`config.mk`:
```
export PLATFORM = sky130hd
export DESIGN_NAME = join_match_ctrl
export DESIGN_NICKNAME = d
export VERILOG_FILES = /design/src/rtl/join_match_ctrl.sv
export SDC_FILE = /design/constraint.sdc
export NUM_CORES = 1
export LEC_CHECK = 0
export ABC_AREA = 1
export BUFFER_PORTS_ARGS = -buffer_cell sky130_fd_sc_hd__buf_2
export CAP_MARGIN = 10
export CORE_UTILIZATION = 25
export DETAILED_ROUTE_END_ITERATION = 16
export GPL_TIMING_DRIVEN = 0
export PLACE_DENSITY = 0.44
export SYNTH_ARGS = -nofsm -noshare
export SYNTH_HDL_FRONTEND = slang
export SYNTH_SLANG_ARGS = --single-unit
```
`constraint.sdc`:
```
create_clock -name CP -period 5.3 [get_ports CP]
set_input_delay 0.53 -clock CP [delete_from_list [all_inputs] [get_ports CP]]
set_output_delay 0.53 -clock CP [all_outputs]
set_load 0.02 [all_outputs]
```
`src/rtl/join_match_ctrl.sv`:
```
// Matching store for the JOIN stage: pairs L/R tokens that share a key and parks
// unmatched tokens in the lowest free entry until their partner arrives.
module join_match_ctrl #(
  parameter int NENT = 4,
  parameter int DW   = 16,
  parameter int CW   = 3
) (
  input  logic          CP,
  input  logic          MR,
  input  logic          IN_VALID,
  output logic          IN_READY,
  input  logic [18:0]   IN_TAG,
  input  logic [DW-1:0] IN_DATA,
  output logic          OUT_VALID,
  input  logic          OUT_READY,
  output logic [17:0]   OUT_KEY,
  output logic [DW-1:0] OUT_DATA_L,
  output logic [DW-1:0] OUT_DATA_R,
  output logic [CW-1:0] OCCUPANCY,
  output logic          FULL
);

  localparam int IW = (NENT > 1) ? $clog2(NENT) : 1;

  typedef enum logic {OUT_EMPTY, OUT_HELD} out_state_t;

  logic [NENT-1:0] wait_reg;
  logic [NENT-1:0] lr_reg;
  logic [17:0]     key_reg  [NENT];
  logic [DW-1:0]   data_reg [NENT];

  out_state_t      out_state_reg;
  logic [17:0]     out_key_reg;
  logic [DW-1:0]   out_data_l_reg;
  logic [DW-1:0]   out_data_r_reg;
  logic [CW-1:0]   occ_reg;

  logic [NENT-1:0] hit;
  logic [IW-1:0]   hit_idx;
  logic [IW-1:0]   free_idx;
  logic            any_hit;
  logic            any_free;
  logic            out_free;
  logic            accept;
  logic            fire;
  logic            alloc;

  genvar gi;
  generate
    for (gi = 0; gi < NENT; gi++) begin : g_match
      assign hit[gi] = wait_reg[gi] && (key_reg[gi] == IN_TAG[18:1]) && (lr_reg[gi] != IN_TAG[0]);
    end
  endgenerate

  // Descending scan so the lowest matching / free index wins.
  always_comb begin
    hit_idx  = '0;
    free_idx = '0;
    for (int i = NENT - 1; i >= 0; i--) begin
      if (hit[i])       hit_idx  = IW'(i);
      if (!wait_reg[i]) free_idx = IW'(i);
    end
  end

  assign any_hit  = |hit;
  assign any_free = ~&wait_reg;
  assign out_free = (out_state_reg == OUT_EMPTY) || OUT_READY;
  assign IN_READY = !MR && (any_hit ? out_free : any_free);
  assign accept   = IN_VALID && IN_READY;
  assign fire     = accept && any_hit;
  assign alloc    = accept && !any_hit;

  always_ff @(posedge CP) begin
    if (MR) begin
      wait_reg       <= '0;
      out_state_reg  <= OUT_EMPTY;
      out_key_reg    <= '0;
      out_data_l_reg <= '0;
      out_data_r_reg <= '0;
      occ_reg        <= '0;
    end else begin
      if (out_state_reg == OUT_HELD && OUT_READY)
        out_state_reg <= OUT_EMPTY;
      if (fire) begin
        out_state_reg       <= OUT_HELD;
        out_key_reg         <= IN_TAG[18:1];
        wait_reg[hit_idx]   <= 1'b0;
        occ_reg             <= occ_reg - 1'b1;
        // The stored token keeps its own side; the incoming token fills the other.
        if (lr_reg[hit_idx]) begin
          out_data_l_reg <= IN_DATA;
          out_data_r_reg <= data_reg[hit_idx];
        end else begin
          out_data_l_reg <= data_reg[hit_idx];
          out_data_r_reg <= IN_DATA;
        end
      end else if (alloc) begin
        wait_reg[free_idx] <= 1'b1;
        occ_reg            <= occ_reg + 1'b1;
      end
    end
  end

  // Payload storage needs no reset: it is only observed through a WAIT entry.
  always_ff @(posedge CP) begin
    if (alloc) begin
      key_reg[free_idx]  <= IN_TAG[18:1];
      lr_reg[free_idx]   <= IN_TAG[0];
      data_reg[free_idx] <= IN_DATA;
    end
  end

  assign OUT_VALID  = (out_state_reg == OUT_HELD);
  assign OUT_KEY    = out_key_reg;
  assign OUT_DATA_L = out_data_l_reg;
  assign OUT_DATA_R = out_data_r_reg;
  assign OCCUPANCY  = occ_reg;
  assign FULL       = (occ_reg == CW'(NENT));

endmodule

```
# Word-level counts from Yosys, hierarchy flattened
# Memories as Yosys holds them, arrays and structs flattened.
# Index checks and enable logic that the tools add are counted.
[totals]
latchBits = 0
in_bits = 39
ram_bits = 136
wordCells = 77
mem_bits_ro = 0
mem_count = 2
ff_bits = 62
output_inout_bits = 56
[classes]
n_lt_le_gt_ge = 4
shift = 0
div_mod_pow = 0
n_addsub = 2
reduce_logical = 23
mul = 0
muxes = 26
n_eq_ne = 9
n_bitwise = 4
[mem_list]
columns = ["name", "words", "word_bits", "read_ports", "rd_ports_with_merged_regs", "wr", "line", "text"]
rows = [
  ["key_reg", 4, 18, 4, 0, 1, "29", "logic [17:0] key_reg [NENT];"],
  ["data_reg", 4, 16, 1, 0, 1, "30", "logic [DW-1:0] data_reg [NENT];"],
]
[ops]
columns = ["op", "count"]
rows = [
  ["$eq 18x18->1", 4],
  ["$mux 16", 2],
  ["$mux 2", 8],
  ["$logic_and 1x1->1", 15],
  ["$mux 1", 8],
  ["$mux 4", 2],
  ["$lt 2x3->1 const B", 2],
  ["$mux 3", 2],
  ["$and 4x4->4", 1],
  ["$bwmux 4", 1],
  ["$demux 1 s2", 2],
  ["$ge 2x1->1 const B", 2],
  ["$ne 1x1->1", 4],
  ["$not 4->4", 1],
  ["$or 4x4->4", 1],
  ["$reduce_and 4->1", 1],
  ["$reduce_bool 2->1", 2],
  ["$reduce_or 4->1", 1],
  ["$add 3x1->3 const B", 1],
  ["$eq 3x3->1 const B", 1],
  ["$logic_not 1->1", 3],
  ["$sub 3x1->3 const B", 1],
  ["$bmux 1 s2", 1],
  ["$logic_or 1x1->1", 1],
  ["$not 1->1", 1],
]

# Logic depth before layout (Yosys ltp)
# Gate-level depths: netlist of run 1.
[depth]
ltp_word = 14
mapped_depth = 19
ltp_nobuf = 18

# Worst setup path after synthesis of run 1
# Ideal clock, no wire load.
[synth_path]
kind = "input -> register"
start = "input port IN_TAG[7]"
end = "memory data_reg[0][0], enable pin"
required_time_ps = 4861
setup_slack_ps = 1152
cell_stages = 13
setup_ps = 439
arrival_time_ps = 3709
cell_sequence = "inv_1 or2_2 nand3_1 nor2_1 nand2_1 nor2_1 nor2_2 nand2_2 nand2_1 nand3_2 or2_1 buf_4 a21oi_1"
[synth_between]
elab_chain_len = 10
[synth_lines]
columns = ["item", "line", "text"]
rows = [
  ["from (decl)", "12", "input logic [18:0] IN_TAG,"],
  ["$eq 18x18->1", "51", "assign hit[gi] = wait_reg[gi] && (key_reg[gi] == IN_TAG[18:1]) && (lr_reg[gi] != IN_TAG[0]);"],
  ["$logic_and 1x1->1 (2 in series)", "51", ""],
  ["$reduce_or 4->1 (*)", "65", "assign any_hit = |hit;"],
  ["$mux 1", "68", "assign IN_READY = !MR && (any_hit ? out_free : any_free);"],
  ["$logic_and 1x1->1", "68", ""],
  ["$logic_and 1x1->1", "69", "assign accept = IN_VALID && IN_READY;"],
  ["$logic_and 1x1->1 (*)", "71", "assign alloc = accept && !any_hit;"],
  ["$mux 1 (*)", "106", "if (alloc) begin"],
  ["$mux 1 (not written as such) (*)", "109", "data_reg[free_idx] <= IN_DATA;"],
  ["to (decl)", "30", ""],
]
# Mark *: on every way between the ends. The rest lies on a longest branch, timed or not.

# Final worst setup path of run 1
[layout_path]
start = "register lr_reg[0]"
end = "memory key_reg[2][15], enable pin"
[layout_between]
elab_chain_len = 9
[layout_lines]
columns = ["item", "line", "text"]
rows = [
  ["from (decl)", "28", "logic [NENT-1:0] lr_reg;"],
  ["from (signal, indexed assignment)", "108", "lr_reg[free_idx] <= IN_TAG[0];"],
  ["$ne 1x1->1 (*)", "51", ""],
  ["$logic_and 1x1->1 (*)", "51", ""],
  ["$reduce_or 4->1 (*)", "65", ""],
  ["$mux 1", "68", ""],
  ["$logic_and 1x1->1", "68", ""],
  ["$logic_and 1x1->1", "69", ""],
  ["$logic_and 1x1->1 (*)", "71", ""],
  ["$mux 1 (*)", "106", ""],
  ["$mux 1 (not written as such) (*)", "107", "key_reg[free_idx] <= IN_TAG[18:1];"],
  ["to (decl)", "29", ""],
]
# Marked as above.

==> results.cfg, run 1 <==
[cts]
path_clk_slew_ns = 0.08
cts_setup_buffers = 0
cts_resized = 0
cts.path.max_buffers = 2
cts_root_buffer = clkbuf_16
htree_levels = 4
cts_buffers = 17
cts_tree = done
cts.sinks = 198
ctsHoldBuffers = 0
clk_latency_ns = 0.46

[floorplanning]
die_x_um = 198
ios = 95
core_region_area_um2 = 37800
dieArea_um2 = 39300
start_util_pct = 25.5
rows = 71
die_height_um = 198

[finish]
layout-drive-gt1-share_pct = 14.6
design_area_um2 = 11500
layout.nets = 1307
largest_reg_flops = 72
diodes = 0
final_cell_mix = nand2_1 (363), inv_1 (148), edfxtp_1 (140)
final_common_cell = nand2_1
fillCellCount = 3997
area_delta_synth_final_pct = 19.5

[synth]
syn_avg_cell_area_um2 = 8.37
ys_ff_latch = 198
yosysWarningCount = 0
seq_area_frac_synth_pct = 55.8
ys_types = 39
synth_area_um2 = 9620
ys_async_sr_fraction_pct = 0
syn_nets = 1189
synth-edff-count = 140
synthFlopType = edfxtp_1
syn_inst = 1149

[place]
dpl.hpwl_mm = 22.9
io_buffer_count = 94
gp_congestion = 0.896
post-place-ws_ns = 1.08
placed_cell_area_um2 = 10900

[sta]
hold_violations = 0
worstMarginPinSlew_ns = 0.808
rsz0062_at_grt = no
slew_headroom_pct = 46.0
period_share_pct = 70.9
finalSetupViolations = 0
period_minus_slack_ns = 3.76
fmax_ghz = 0.266
drv_slew = 0
tns_ns = 0
finClkSkew_ns = 0.0150
setup_slack_ns = 1.54

[route]
drtIter0Drc = 594
wl_mm = 30.2
ant_nets = 0
drt_pass1_iterations = 5
wl_per_cell_um = 16.9
num_vias = 7888
via_per_inst = 4.40
drcViolationCount = 0

[worst_setup_path]
crit_path_end_kind = flip-flop
arrival_ns = 3.91
path_common_cell = nor2_1
path_cells = xor2_1 -> nand2_1 -> nor2_1 -> nand3_1 -> nor2_1 -> nor2_2 -> a31oi_2 -> nand3_2 -> or2_1 -> buf_4 -> nor3_4 -> buf_8
worst-setup-path-type = flip-flop to flip-flop
crit_slowest_cell = nor3_4
cp_top_family = simple AND/OR/NAND/NOR gates
crit_fanout = 12
crit_buf_inv = 2
cp.required_ns = 5.46
crit_path_max_incr_delay_ns = 0.63
worst_setup_path_start_kind = flip-flop

[grt]
grt_pass1_vias = 7500
grt_pass1_wl_mm = 45.9
grt_overflow = 0
grt_antenna_before_repair = 1
grt_usage_pct = 16.0
grt_max_degree = 23

[worst_hold_path]
min-delay-path-class = primary input to flip-flop

[outcome]
status = complete, no violations

[pwr]
powerDensity_nw_per_um2 = 284
ir_drop_v = 0.000185
p_leak_nw = 5.11

[run]
drv_cap = 0
[synthesized netlist by cell type (2+ instances only)]
master,instances,share of area (%)
o21a_1,18,1.4
o21ai_0,47,2.4
nand2_1,363,14
nand2_2,3,0.20
a21oi_1,43,2.2
inv_1,148,5.8
clkbuf_1,8,0.31
nand3b_1,17,1.3
nor2_4,2,0.23
nand3_2,2,0.21
xnor2_1,11,1.0
nor3_1,5,0.26
buf_4,3,0.23
dfxtp_1,58,12
buf_6,4,0.47
nand3_1,106,5.5
xor2_1,3,0.27
nand4_1,17,1.1
o21ai_1,2,0.10
edfxtp_1,140,44
inv_2,12,0.47
buf_2,18,0.94
nor2_2,2,0.13
nor2_1,102,4.0
[worst reg2reg max path, cell delays in order, from the launching register on]
cell and delay, ns:
edfxtp_1 0.42, xor2_1 0.39, nand2_1 0.11, nor2_1 0.14
nand3_1 0.09, nor2_1 0.23, nor2_2 0.10, a31oi_2 0.31
nand3_2 0.30, or2_1 0.30, buf_4 0.19, nor3_4 0.63
buf_8 0.25
[final timing paths]
path	startpoint	end	slack [ns]	cells after the start
min	IN_DATA[6]	data_reg[1][6]	0.34	1
max reg2reg	lr_reg[0]	key_reg[2][15]	1.54	12
max	lr_reg[0]	key_reg[2][15]	1.54	12
min reg2reg	OUT_DATA_L[2]	OUT_DATA_L[2]	0.53	2
[cells by family after synthesis]
group | share of synthesized area [%]
and+or+nand+nor | 28.0
DFF | 55.8
buffers and inverters | 8.33
AOI/OAI and AO/OA | 6.47
xor gates and xnor gates | 1.27
adders and majority gates | 0.130
[layout make-up]
class                      instances  area [um^2]  area share, %
multi-input combinational        755         3480           30.3
inverter                         162          609           5.30
clock inverter                    14          181           1.58
sequential                       198         5370           46.7
timing repair buffer              99          581           5.05
clock buffer                      18          439           3.82
buffer                            34          191           1.67
tap                              511          639           5.56
[through the flow]
step / power (mW) / instances / hold slack (ns) / util (%)
finish: 3.27 / 1791 / 0.341 / 30.4
global route: 3.39 / 1791 / 0.333 / 30.4
CTS: 3.31 / 1791 / 0.333 / 30.4
detailed placement: 1.94 / 1759 / 0.513 / 28.8
global placement: 1.94 / 1754 / 0.519 / 28.4
floorplan: 1.83 / 1149 / 0.495 / -
[power breakdown]
group          leakage [nW]  internal (mW)  switching [mW]
sequential             1.74           1.67         0.00853
combinational          3.07         0.0625           0.157
clock                 0.302          0.694           0.673
[metal layers]
metal	vias up	part of all wire (%)	routed length, um	global-route usage (%)
li1	3956	-	-	-
met1	3768	49	14800	22.3
met2	140	46	13800	25.3
met3	22	3.9	1190	2.64
met4	2	1.3	379	4.19
met5	-	0.040	12	0
Power figures use the tool's default switching activity.
==> run 2, diff against run 1 <==
--- a/config.mk
+++ b/config.mk
@@ -5,13 +5,13 @@
 export SDC_FILE = /design/constraint.sdc
 export NUM_CORES = 1
 export LEC_CHECK = 0
-export ABC_AREA = 1
+export ABC_AREA = 0
 export BUFFER_PORTS_ARGS = -buffer_cell sky130_fd_sc_hd__buf_2
 export CAP_MARGIN = 10
 export CORE_UTILIZATION = 25
 export DETAILED_ROUTE_END_ITERATION = 16
 export GPL_TIMING_DRIVEN = 0
-export PLACE_DENSITY = 0.44
+export PLACE_DENSITY = 0.45
 export SYNTH_ARGS = -nofsm -noshare
 export SYNTH_HDL_FRONTEND = slang
 export SYNTH_SLANG_ARGS = --single-unit
==> constraint.sdc (replaced) <==
create_clock -name CP -period 3.71 [get_ports CP]
set_input_delay 0.371 -clock CP [delete_from_list [all_inputs] [get_ports CP]]
set_output_delay 0.371 -clock CP [all_outputs]
set_load 0.02 [all_outputs]
==> run 2 against run 1 <==
Combinational power grew 14%. Register-to-register slack worse by 1.2 ns. Critical path type unchanged. Synthesized cell count fell by 41%. Design area fell by 9.7%. Highest routed layer is now met4.
==> results.cfg, run 2 <==
[finish]
design_area_um2 = 10400
final_cell_mix = edfxtp_1 (140), buf_2 (109), dfxtp_1 (58)
layout.nets = 832
largest_reg_flops = 72
area_delta_synth_final_pct = 20.2
final_common_cell = edfxtp_1
layout-drive-gt1-share_pct = 22.9
diodes = 0

[worst_setup_path]
worst_setup_path_start_kind = flip-flop
worst-setup-path-type = flip-flop to flip-flop
arrival_ns = 3.73
path_common_cell = buf_6
crit_fanout = 10
path_cells = xor2_1 -> nor4_1 -> nand3_1 -> nor2_2 -> o41ai_4 -> buf_6 -> buf_6 -> xnor2_1 -> ha_1 -> or3_1 -> and3b_1 -> nor3_1
crit_path_end_kind = flip-flop
crit_path_max_incr_delay_ns = 0.59
cp.required_ns = 4.07
crit_slowest_cell = nor2_2

[worst_hold_path]
min-delay-path-class = primary input to flip-flop

[synth]
synth-compound-area-share_pct = 9.66
yosysMostFrequentCell = edfxtp_1
synth_xor_area_share_pct = 7.81
synth.top_cells.by_count = edfxtp_1 (140), dfxtp_1 (58), a21oi_1 (54)
synth_top_family_by_area = simple AND/OR/NAND/NOR gates
yosys.area.top_type_share_pct = 48.7
syn_nets = 714
synthAdderAreaFrac_pct = 0.145
yosysWarningCount = 0
ys_ff_latch = 198
seq_area_frac_synth_pct = 62.1
synthTopCellsByArea = edfxtp_1 (49%), dfxtp_1 (13%), xor2_1 (4.9%)
synth-edff-count = 140
syn_inst = 674
ys_types = 49
synthFlopType = edfxtp_1
synth_simple_gate_area_share_pct = 14.1
syn_avg_cell_area_um2 = 12.8
synth_area_um2 = 8640
yosys.area.top_type = edfxtp_1
ys_async_sr_fraction_pct = 0
synth_mux_area_share_pct = 2.20

[sta]
hold_violations = 0
finalSetupViolations = 0
drv_slew = 0
finClkSkew_ns = 0.00919
rsz0062_at_grt = no
period_minus_slack_ns = 3.37
worstMarginPinSlew_ns = 0.865
fmax_ghz = 0.297
slew_headroom_pct = 42.1
period_share_pct = 90.8

[place]
dpl.hpwl_mm = 17.4
placed_cell_area_um2 = 9800
gp_congestion = 0.743
io_buffer_count = 94

[floorplanning]
core_region_area_um2 = 33800
die_height_um = 188
ios = 95
start_util_pct = 25.6
die_x_um = 188
dieArea_um2 = 35300
rows = 67

[pwr]
ir_drop_v = 0.000321
p_leak_nw = 3.68
powerDensity_nw_per_um2 = 437
total_power_mw = 4.53

[route]
drtIter0Drc = 329
via_per_inst = 4.58
wl_met3_mm = 1.08
drcViolationCount = 0
wl_met2_mm = 11.9
highest_layer = met4
drt_pass1_iterations = 5
ant_nets = 0
wl_mm = 24.2
num_vias = 5733
wl_per_cell_um = 19.3
wl_met1_mm = 11.0

[grt]
grt_pass1_vias = 5730
grt_max_degree = 22
grt_usage_pct = 14.0
grt_overflow = 0
grt_antenna_before_repair = 0
grt_pass1_wl_mm = 36.3

[cts]
cts_setup_buffers = 0
htree_levels = 4
cts_resized = 0
cts_buffers = 17
cts_tree = done
path_clk_slew_ns = 0.07
cts.sinks = 198
clk_latency_ns = 0.44
cts_root_buffer = clkbuf_16
cts.path.max_buffers = 2
ctsHoldBuffers = 0

[outcome]
status = complete, no violations

[run]
drv_cap = 0
## run 2: cell types whose count changed after synthesis, moves of 18 or more
cell	before	now
xor2_1	3	48
mux2i_1	0	19
o21a_1	18	0
nor4_1	0	20
o21ai_1	2	27
nand2_1	363	20
nand3_1	106	24
nor2_1	102	29
nor3b_1	1	40
inv_1	148	4
o21ai_0	47	9
xnor2_1	11	29
## run 2: final cells by class
class,instances,area (um^2)
multi-input cells,423,2960
well taps,448,561
plain buffers,49,327
flip-flops and latches,198,5370
clock inverters,11,131
repair buffers,99,573
fillers,3476,23400
clock buffers,21,450
inverters,4,15.0
## run 2: cell families after synthesis
kind of cell             after synthesis
AND/OR/NAND/NOR                      192
XOR/XNOR                              77
adder cells (fa/ha/maj)                1
buffers and inverters                 53
multiplexers                          19
AO/OA/AOI/OAI                        134
flip-flops                           198
## run 2: metal layers
metal / GRT usage (%) / up-vias
li1: - / 2752
met1: 18.3 / 2801
met2: 23.7 / 160
met3: 2.71 / 20
met4: 3.69 / 0
met5: 0 / -
## run 2: worst max-delay path, delay by kind of cell, from the launching register on
| kind | cells | cell delay, ns |
|---|---|---|
| adder cells (fa/ha/maj) | 1 | 0.19 |
| flip-flops | 1 | 0.38 |
| buffers and inverters | 2 | 0.37 |
| AO/OA/AOI/OAI | 1 | 0.21 |
| AND/OR/NAND/NOR | 6 | 1.82 |
| XOR/XNOR | 2 | 0.31 |
## run 2: final timing paths
| path | startpoint | endpoint | slack (ns) | depth (start not counted) |
|---|---|---|---|---|
| worst min register to register | OUT_KEY[3] | OUT_KEY[3] | 0.49 | 2 |
| worst max register to register | key_reg[1][6] | OCCUPANCY[2] | 0.34 | 12 |
| worst min-delay path | IN_TAG[12] | key_reg[1][11] | 0.16 | 1 |
| worst max-delay path | key_reg[1][6] | OCCUPANCY[2] | 0.34 | 12 |
## run 2: report_power, final
part / total (mW) / internal (mW) / switching [mW]
registers: 2.40 / 2.39 / 0.0105
logic: 0.250 / 0.0854 / 0.165
clock network: 1.88 / 1.07 / 0.809
total: 4.53 / 3.55 / 0.984
## run 2: through the flow
stage          setup WS (ns)  instances  hold WS (ns)  setup TNS, ns  util, %
6_report               0.343       1253         0.156              0     30.7
5_1_grt               0.0962       1253         0.140              0     30.7
4_1_cts                0.328       1253         0.139              0     30.7
3_5_place_dp          0.0476       1221         0.482              0     29.0
3_3_place_gp           -1.85       1216         0.474        -189.36     28.6
2_1_floorplan          0.182        674         0.470              0        -
